File: src/rtl/arbiter_rr_burst_pkg.sv
// Shared types and the round-robin search used by the burst arbiter.
// rr_next scans from the requester just after lowest_prio and wraps modulo n.
package arbiter_pkg;

  typedef enum logic {ARB_IDLE, ARB_LOCKED} arb_state_t;

  localparam int RR_MAX_N = 32;
  localparam int RR_IDX_W = 5;

  typedef struct packed {
    logic                found;
    logic [RR_IDX_W-1:0] idx;
  } rr_result_t;

  function automatic rr_result_t rr_next(input logic [RR_MAX_N-1:0] req,
                                         input int n,
                                         input int lowest_prio);
    rr_result_t res;
    int         idx;
    res = '0;
    for (int k = 1; k <= RR_MAX_N; k++) begin
      idx = lowest_prio + k;
      if (idx >= n) idx = idx - n;
      if (k <= n && !res.found && req[idx[RR_IDX_W-1:0]]) begin
        res.found = 1'b1;
        res.idx   = idx[RR_IDX_W-1:0];
      end
    end
    return res;
  endfunction

endpackage

File: src/rtl/arbiter_rr_burst_sel.sv
// Combinational round-robin selector: first requester after lowest_prio, wrapping.
module rr_priority_select
  import arbiter_pkg::*;
#(
  parameter int N     = 2,
  parameter int IDX_W = $clog2(N)
) (
  input  logic [N-1:0]     req_i,
  input  logic [IDX_W-1:0] lowest_prio_i,
  output logic [IDX_W-1:0] grant_idx_o,
  output logic             grant_found_o
);

  rr_result_t res;

  always_comb begin
    res           = rr_next(RR_MAX_N'(req_i), N, int'(lowest_prio_i));
    grant_found_o = res.found;
    grant_idx_o   = IDX_W'(res.idx);
  end

endmodule

File: src/rtl/arbiter_rr_burst.sv
// N-to-1 round-robin arbiter that locks onto a winner until its last beat,
// feeding a single registered output stage with one beat per cycle throughput.
module arbiter_rr_burst
  import arbiter_pkg::*;
#(
  parameter int DWIDTH           = 16,
  parameter int N                = 2,
  parameter int INIT_LOWEST_PRIO = N - 1
) (
  input  logic                          clk,
  input  logic                          rst_n,
  input  logic [N-1:0]                  in_valid,
  input  logic [N-1:0][DWIDTH-1:0]      in_data,
  input  logic [N-1:0]                  in_last,
  output logic [N-1:0]                  in_ready,
  output logic                          out_valid,
  output logic [DWIDTH-1:0]             out_data,
  output logic                          out_last,
  output logic [$clog2(N)-1:0]          out_src,
  input  logic                          out_ready,
  output logic                          locked
);

  localparam int IDX_W = $clog2(N);

  arb_state_t              state_q, state_d;
  logic [IDX_W-1:0]        lowest_q, lowest_d;
  logic [IDX_W-1:0]        lock_idx_q, lock_idx_d;
  logic                    out_valid_q, out_valid_d;
  logic [DWIDTH-1:0]       out_data_q, out_data_d;
  logic                    out_last_q, out_last_d;
  logic [IDX_W-1:0]        out_src_q, out_src_d;

  logic                    slot_free;
  logic [IDX_W-1:0]        grant_idx;
  logic                    grant_found;
  logic [IDX_W-1:0]        sel_idx;
  logic                    accept;
  logic                    acc_last;

  rr_priority_select #(
    .N     (N),
    .IDX_W (IDX_W)
  ) u_sel (
    .req_i         (in_valid),
    .lowest_prio_i (lowest_q),
    .grant_idx_o   (grant_idx),
    .grant_found_o (grant_found)
  );

  always_comb begin
    slot_free = !out_valid_q || out_ready;
    sel_idx   = (state_q == ARB_LOCKED) ? lock_idx_q : grant_idx;
    in_ready  = '0;
    // While locked the owner is granted even through bubbles, so others stay blocked.
    if (rst_n && slot_free && (state_q == ARB_LOCKED || grant_found))
      in_ready[sel_idx] = 1'b1;
    accept   = |(in_valid & in_ready);
    acc_last = in_last[sel_idx];

    state_d    = state_q;
    lowest_d   = lowest_q;
    lock_idx_d = lock_idx_q;
    case (state_q)
      ARB_IDLE: begin
        if (accept) begin
          if (acc_last) begin
            lowest_d = sel_idx;
          end else begin
            lock_idx_d = sel_idx;
            state_d    = ARB_LOCKED;
          end
        end
      end
      ARB_LOCKED: begin
        if (accept && acc_last) begin
          lowest_d = lock_idx_q;
          state_d  = ARB_IDLE;
        end
      end
      default: state_d = ARB_IDLE;
    endcase

    out_valid_d = accept ? 1'b1 : (out_ready ? 1'b0 : out_valid_q);
    out_data_d  = accept ? in_data[sel_idx] : out_data_q;
    out_last_d  = accept ? acc_last : out_last_q;
    out_src_d   = accept ? sel_idx : out_src_q;
  end

  always_ff @(posedge clk or negedge rst_n) begin
    if (!rst_n) begin
      state_q     <= ARB_IDLE;
      lowest_q    <= IDX_W'(INIT_LOWEST_PRIO);
      lock_idx_q  <= '0;
      out_valid_q <= 1'b0;
      out_data_q  <= '0;
      out_last_q  <= 1'b0;
      out_src_q   <= '0;
    end else begin
      state_q     <= state_d;
      lowest_q    <= lowest_d;
      lock_idx_q  <= lock_idx_d;
      out_valid_q <= out_valid_d;
      out_data_q  <= out_data_d;
      out_last_q  <= out_last_d;
      out_src_q   <= out_src_d;
    end
  end

  assign out_valid = out_valid_q;
  assign out_data  = out_data_q;
  assign out_last  = out_last_q;
  assign out_src   = out_src_q;
  assign locked    = (state_q == ARB_LOCKED);

endmodule

File: config.mk
export PLATFORM = sky130hd
export DESIGN_NAME = arbiter_rr_burst
export DESIGN_NICKNAME = d
export VERILOG_FILES = /design/src/rtl/arbiter_rr_burst_pkg.sv /design/src/rtl/arbiter_rr_burst_sel.sv /design/src/rtl/arbiter_rr_burst.sv
export SDC_FILE = /design/constraint.sdc
export NUM_CORES = 1
export LEC_CHECK = 0
export ABC_CLOCK_PERIOD_IN_PS = 3000
export BUFFER_PORTS_ARGS = -buffer_cell sky130_fd_sc_hd__buf_2
export CAP_MARGIN = 20
export CORE_MARGIN = 2
export CORE_UTILIZATION = 25
export CTS_BUF_LIST = sky130_fd_sc_hd__clkbuf_2 sky130_fd_sc_hd__clkbuf_4 sky130_fd_sc_hd__clkbuf_8
export DETAILED_ROUTE_END_ITERATION = 8
export SYNTH_ARGS = -nofsm -noshare
export SYNTH_HDL_FRONTEND = slang
export SYNTH_HIERARCHICAL = 1
export SYNTH_SLANG_ARGS = --single-unit
export TNS_END_PERCENT = 1
File: constraint.sdc
create_clock -name clk -period 3 [get_ports clk]
set_input_delay 0.6 -clock clk [delete_from_list [all_inputs] [get_ports clk]]
set_output_delay 0.6 -clock clk [all_outputs]
set_load 0.02 [all_outputs]
-- Yosys cells after proc, flatten, opt, wreduce, memory -nomap -nowiden
Cells that the tools add are included.
- bits in registers: 22
- latch bits: 0
- bits in writable memories: 0
- ROM bits: 0
- input port bits: 39
- output and inout bits: 22
- logic and storage cells: 62
- memories: 0
- $add $sub $neg: 4
- $mul: 0
- divide/modulo/power cells: 0
- $lt $le $gt $ge: 6
- equality and inequality tests: 3
- shifts and indexed selects: 0
- muxes and demuxes: 26
- bitwise operators: 3
- reductions and logical operators: 13
- operator list (cell ; count):
    $ge A32 B3 Y1 const B ; 2
    $mux W16 ; 2
    $mux W1 ; 14
    $lt A5 B6 Y1 const B ; 2
    $mux W6 ; 2
    $bmux W1 S5 ; 2
    $mux W5 ; 2
    $sub A5 B3 Y5 const B ; 2
    $reduce_and A3 Y1 ; 2
    $logic_and A1 B1 Y1 ; 5
    $ne A2 B2 Y1 const B ; 2
    $pmux W1 S2 ; 2
    $add A1 B2 Y3 const B ; 1
    $add A1 B1 Y2 const B ; 1
    $and A2 B2 Y2 ; 1
    $logic_not A1 Y1 ; 2
    $logic_or A1 B1 Y1 ; 2
    $lt A1 B2 Y1 const B ; 1
    $mux W2 ; 1
    $ne A2 B1 Y1 const B ; 1
    $not A1 Y1 ; 2
    $reduce_bool A2 Y1 ; 1
    $reduce_or A2 Y1 ; 1
    $demux W1 S1 ; 1
    $ge A1 B1 Y1 const B ; 1

-- Logic depth before layout (Yosys ltp)
- depth in word-level cells: 20
- gate-level depth with buffers: 7
- gate-level depth less buffers: 5

-- By module
The synthesis kept the hierarchy.
- modules (own cells, without submodules) (module ; times used ; cells each ; area an instance (um2) ; seq. area each (um2)):
    arbiter_rr_burst ; 1 ; 102 ; 1203.7 ; 551.8
    rr_priority_select ; 1 ; 2 ; 13.8 ; 0.0

-- Least setup slack after synthesis
Ideal clock, no wire load.
- kind: input -> output
- start point: in in_valid[1]
- end point: out in_ready[1]
- arrival time: 1.519 ns
- required time: 2.400 ns
- slack: 0.881 ns
- cell stages on the path: 5
- path buffers: 1
- cell sequence: a21boi_1 -> mux2i_1 -> buf_2 -> inv_1 -> and2_1
- cells in the longest elaborated chain, start to end: 12
- elaborated cells on any way between the ends: 17
- those cells by class: order compare (2); mux (10); reduce/logical (5)
- RTL lines (element ; RTL line ; source):
    start, declared ; arbiter_rr_burst.sv:12 ; input logic [N-1:0] in_valid,
    $bmux W1 S5 ; arbiter_rr_burst_pkg.sv:24 ; if (k <= n && !res.found && req[idx[RR_IDX_W-1:0]]) begin
    $mux W1 (implied by the code) ; arbiter_rr_burst_pkg.sv:24 ;
    $mux W6 ; arbiter_rr_burst_pkg.sv:24 ;
    $logic_not A1 Y1 ; arbiter_rr_burst_pkg.sv:24 ;
    $logic_and A1 B1 Y1 ; arbiter_rr_burst_pkg.sv:24 ;
    $mux W6 * ; arbiter_rr_burst_pkg.sv:24 ;
    $mux W1 ; arbiter_rr_burst.sv:53 ; sel_idx = (state_q == ARB_LOCKED) ? lock_idx_q : grant_idx;
    $lt A1 B2 Y1 (implied by the code) or $ge A1 B1 Y1 (tied branches) ; arbiter_rr_burst.sv:57 ; in_ready[sel_idx] = 1'b1;
    $logic_and A1 B1 Y1 (implied by the code) ; arbiter_rr_burst.sv:57 ;
    $mux W1 (implied by the code) ; arbiter_rr_burst.sv:57 ;
    $demux W1 S1 ; arbiter_rr_burst.sv:57 ;
    $mux W2 * ; arbiter_rr_burst.sv:56 ; if (rst_n && slot_free && (state_q == ARB_LOCKED || grant_found))
    end, declared ; arbiter_rr_burst.sv:15 ; output logic [N-1:0] in_ready,
Mark *: on every way between the ends. The rest lies on a longest branch, timed or not. The select of a mux whose other input is x is not followed.

-- Worst setup path in the final report
- start point: in in_valid[1]
- end point: out in_ready[0]
- elaborated cells on any way between the ends: 17
- those cells by class: order compare (2); mux (10); reduce/logical (5)
- RTL lines (element ; RTL line ; source):
    $bmux W1 S5 ; arbiter_rr_burst_pkg.sv:24 ;
    $mux W1 (implied by the code) ; arbiter_rr_burst_pkg.sv:24 ;
    $mux W6 ; arbiter_rr_burst_pkg.sv:24 ;
    $logic_not A1 Y1 ; arbiter_rr_burst_pkg.sv:24 ;
    $logic_and A1 B1 Y1 ; arbiter_rr_burst_pkg.sv:24 ;
    $mux W6 * ; arbiter_rr_burst_pkg.sv:24 ;
    via grant_found ; arbiter_rr_burst.sv:36 ; logic grant_found;
    $logic_or A1 B1 Y1 * ; arbiter_rr_burst.sv:56 ;
    $logic_and A1 B1 Y1 * ; arbiter_rr_burst.sv:56 ;
    $mux W2 * ; arbiter_rr_burst.sv:56 ;
The timed path passes the listed nets; every way through them passes the cells marked *. The select of a mux whose other input is x is not followed.

==> flow_summary.json <==
{
  "outcome": "completed",
  "cts_setup_buffers": 0,
  "ys_ff_latch": 22,
  "hold_path.class": "primary input to asynchronous set/reset pin",
  "cp_max_fo": 12,
  "antenna_found_initial": 0,
  "grt_util_met3_pct": 1.783,
  "critPathRequiredTime_ns": 2.40,
  "setup_tns_ns": 0,
  "antenna_left": 0,
  "cts_max_path_buffers": 2,
  "clk_pin_slew_ns": 0.08,
  "rsz0062_at_grt": "false",
  "finClkSkew_ns": 0.002750,
  "drtPass1Iterations": 4,
  "io_buffers": 60,
  "whs_ns": 0.3228,
  "die_x_um": 73.79,
  "setup.worst_path.start_class": "primary input",
  "antenna_cells": 0,
  "core_um2": 4723,
  "dp.cells": 226,
  "stdcell_count": 230,
  "fmax_mhz": 437.7,
  "grt_pass1_vias": 992,
  "critical_path_class": "primary input to primary output",
  "hold_buffers": 0,
  "dieArea_um2": 5444,
  "critPathArrivalTime_ns": 1.68,
  "fillCellCount": 497,
  "grt_util_met1_pct": 16.43,
  "synth_cells": 104,
  "ys_warn_count": 6,
  "cts_root_buf": "clkbuf_8",
  "hold_viol_final": 0,
  "place.gp.congestion": 0.7596,
  "setup_viol": 0,
  "final_cell_mix": "buf_2 (60), a21oi_1 (23), dfrtp_1 (21)",
  "met2_usage_pct": 19.84,
  "worst-path-buf-inv": 2,
  "initial_core_util_pct": 25.77,
  "drt_iter0_drc": 34,
  "cp-end-kind": "primary output",
  "synth_area_um2": 1217,
  "clock_sinks": 22,
  "grt_max_degree": 23,
  "report.final.slew_viol_count": 0,
  "wl_per_cell_um": 13.10,
  "cpLargestDelayFamily": "simple AND/OR/NAND/NOR gates",
  "die_h_um": 73.79,
  "drcViolationCount": 0,
  "clock_latency_ns": 0.26,
  "crit_chain": "buf_2, or2_1, o211a_1, and2_1, buf_2",
  "cp_common_cell": "buf_2",
  "row_count": 25,
  "track_usage_pct": 12.19,
  "yosys.cell_types.count": 27,
  "post_cts_resized": 0,
  "dp_hpwl_um": 2249,
  "vdd.ir_drop.worst_mv": 0.2748,
  "relSlewSlack_pct": 74.49,
  "numCtsBuffers": 3,
  "period_needed_ns": 2.285,
  "synth_nets": 143,
  "syn2layout_area_growth_pct": 33.71,
  "grt_pass1_wl_um": 4995,
  "vias_per_cell": 4.257,
  "ios": 61,
  "p_leak_uw": 0.0007794,
  "syn_area_per_cell_um2": 11.71,
  "cts_tree": "built",
  "max-cap-violations": 0,
  "worst_pin_slew_ns": 0.3827,
  "final_common_cell": "buf_2",
  "max_stage_delay_ns": 0.36,
  "wl_um": 3012,
  "htreeDepth": 1,
  "drive_gt1_share_pct": 49.69,
  "period_share_pct": 76.15,
  "vias": 979,
  "fin_nets": 203,
  "busiest_layer": "met2",
  "yosysSeqAreaShare_pct": 45.32,
  "grt_overflow": 0,
  "power_per_cell_area_nw_per_um2": 995.0,
  "slowest_stage": "o211a_1"
}
synth_stat cells, drive strengths merged:
cell	instances	share of area [%]
mux2	1	1.2
o21a	1	0.62
a32o	1	0.82
a31oi	1	0.51
dfrtp	21	43
nand2	3	0.92
inv	2	0.62
a21oi	33	23
a21boi	1	0.62
mux2i	18	15
o2bb2ai	1	0.72
dfstp	1	2.2
buf	5	3.8
clkbuf	3	0.92
nor3	1	0.41
or2	1	0.51
nand3	2	0.82
o21ai	1	0.41
and2	3	1.7
a41oi	1	0.72
o211a	1	0.82
nand2b	1	0.51
nor2	1	0.31
report_power, final:
part	internal, uW	switching, uW
clock	104	97.8
combinational	346	538
sequential	440	94.1
total	890	730
area by class of cell:
cell class | instances | area (um2) | area share, %
Sequential cell | 22 | 551.8 | 33.90
Inverter | 2 | 7.507 | 0.4612
Clock buffer | 4 | 48.80 | 2.998
Multi-Input combinational cell | 72 | 613.1 | 37.66
Tap cell | 67 | 83.83 | 5.150
Timing Repair Buffer | 63 | 322.8 | 19.83
layer usage:
metal  wire (um)  vias up
met4          25        0
met5           0        -
met2        1492       26
li1            -      493
met3         100        2
met1        1393      458
sequential cells by signal, indices dropped and copies added, names as in the netlist, named ones only:
| signal | count |
|---|---|
| out_last | 1 |
| out_data | 16 |
| out_valid | 1 |
| out_src | 1 |
| lowest_q | 1 |
| lock_idx_q | 1 |
path summary, 6_finish.rpt:
path	start	to	slack, ns	cells past startpoint
max	in_valid[1]	in_ready[0]	0.72	5
min	rst_n	out_data[14]$_DFFE_PN0P_	0.32	2
max reg2reg	lowest_q$_DFFE_PN1P_	lock_idx_q$_DFFE_PN0P_	0.99	5
min reg2reg	out_src$_DFFE_PN0P_	out_src$_DFFE_PN0P_	0.51	1
max in group asynchronous	rst_n	lowest_q$_DFFE_PN1P_	2.40	2
min in group clk	out_src$_DFFE_PN0P_	out_src$_DFFE_PN0P_	0.51	1
stage by stage:
step                utilization [%]  area, um2  worst slack (ns)  total power [uW]
CTS                           34.46       1628            0.7268              1639
global route                  34.46       1628            0.6811              1738
detailed placement            33.43       1579            0.6461              1434
global placement              33.43       1579            0.6745              1429
finish                        34.46       1628            0.7154              1620
floorplan                         -       1217            0.8811              1166
cells by family (layout without fill, tap and decap cells):
logic type,count (synthesis),after routing,share of synthesized area (%)
compound gates,41,41,28.06
buf+inv,10,69,5.344
flops,22,22,45.32
mux,19,19,16.03
simple gates,12,12,5.241
(Power assumes the default switching activity.)
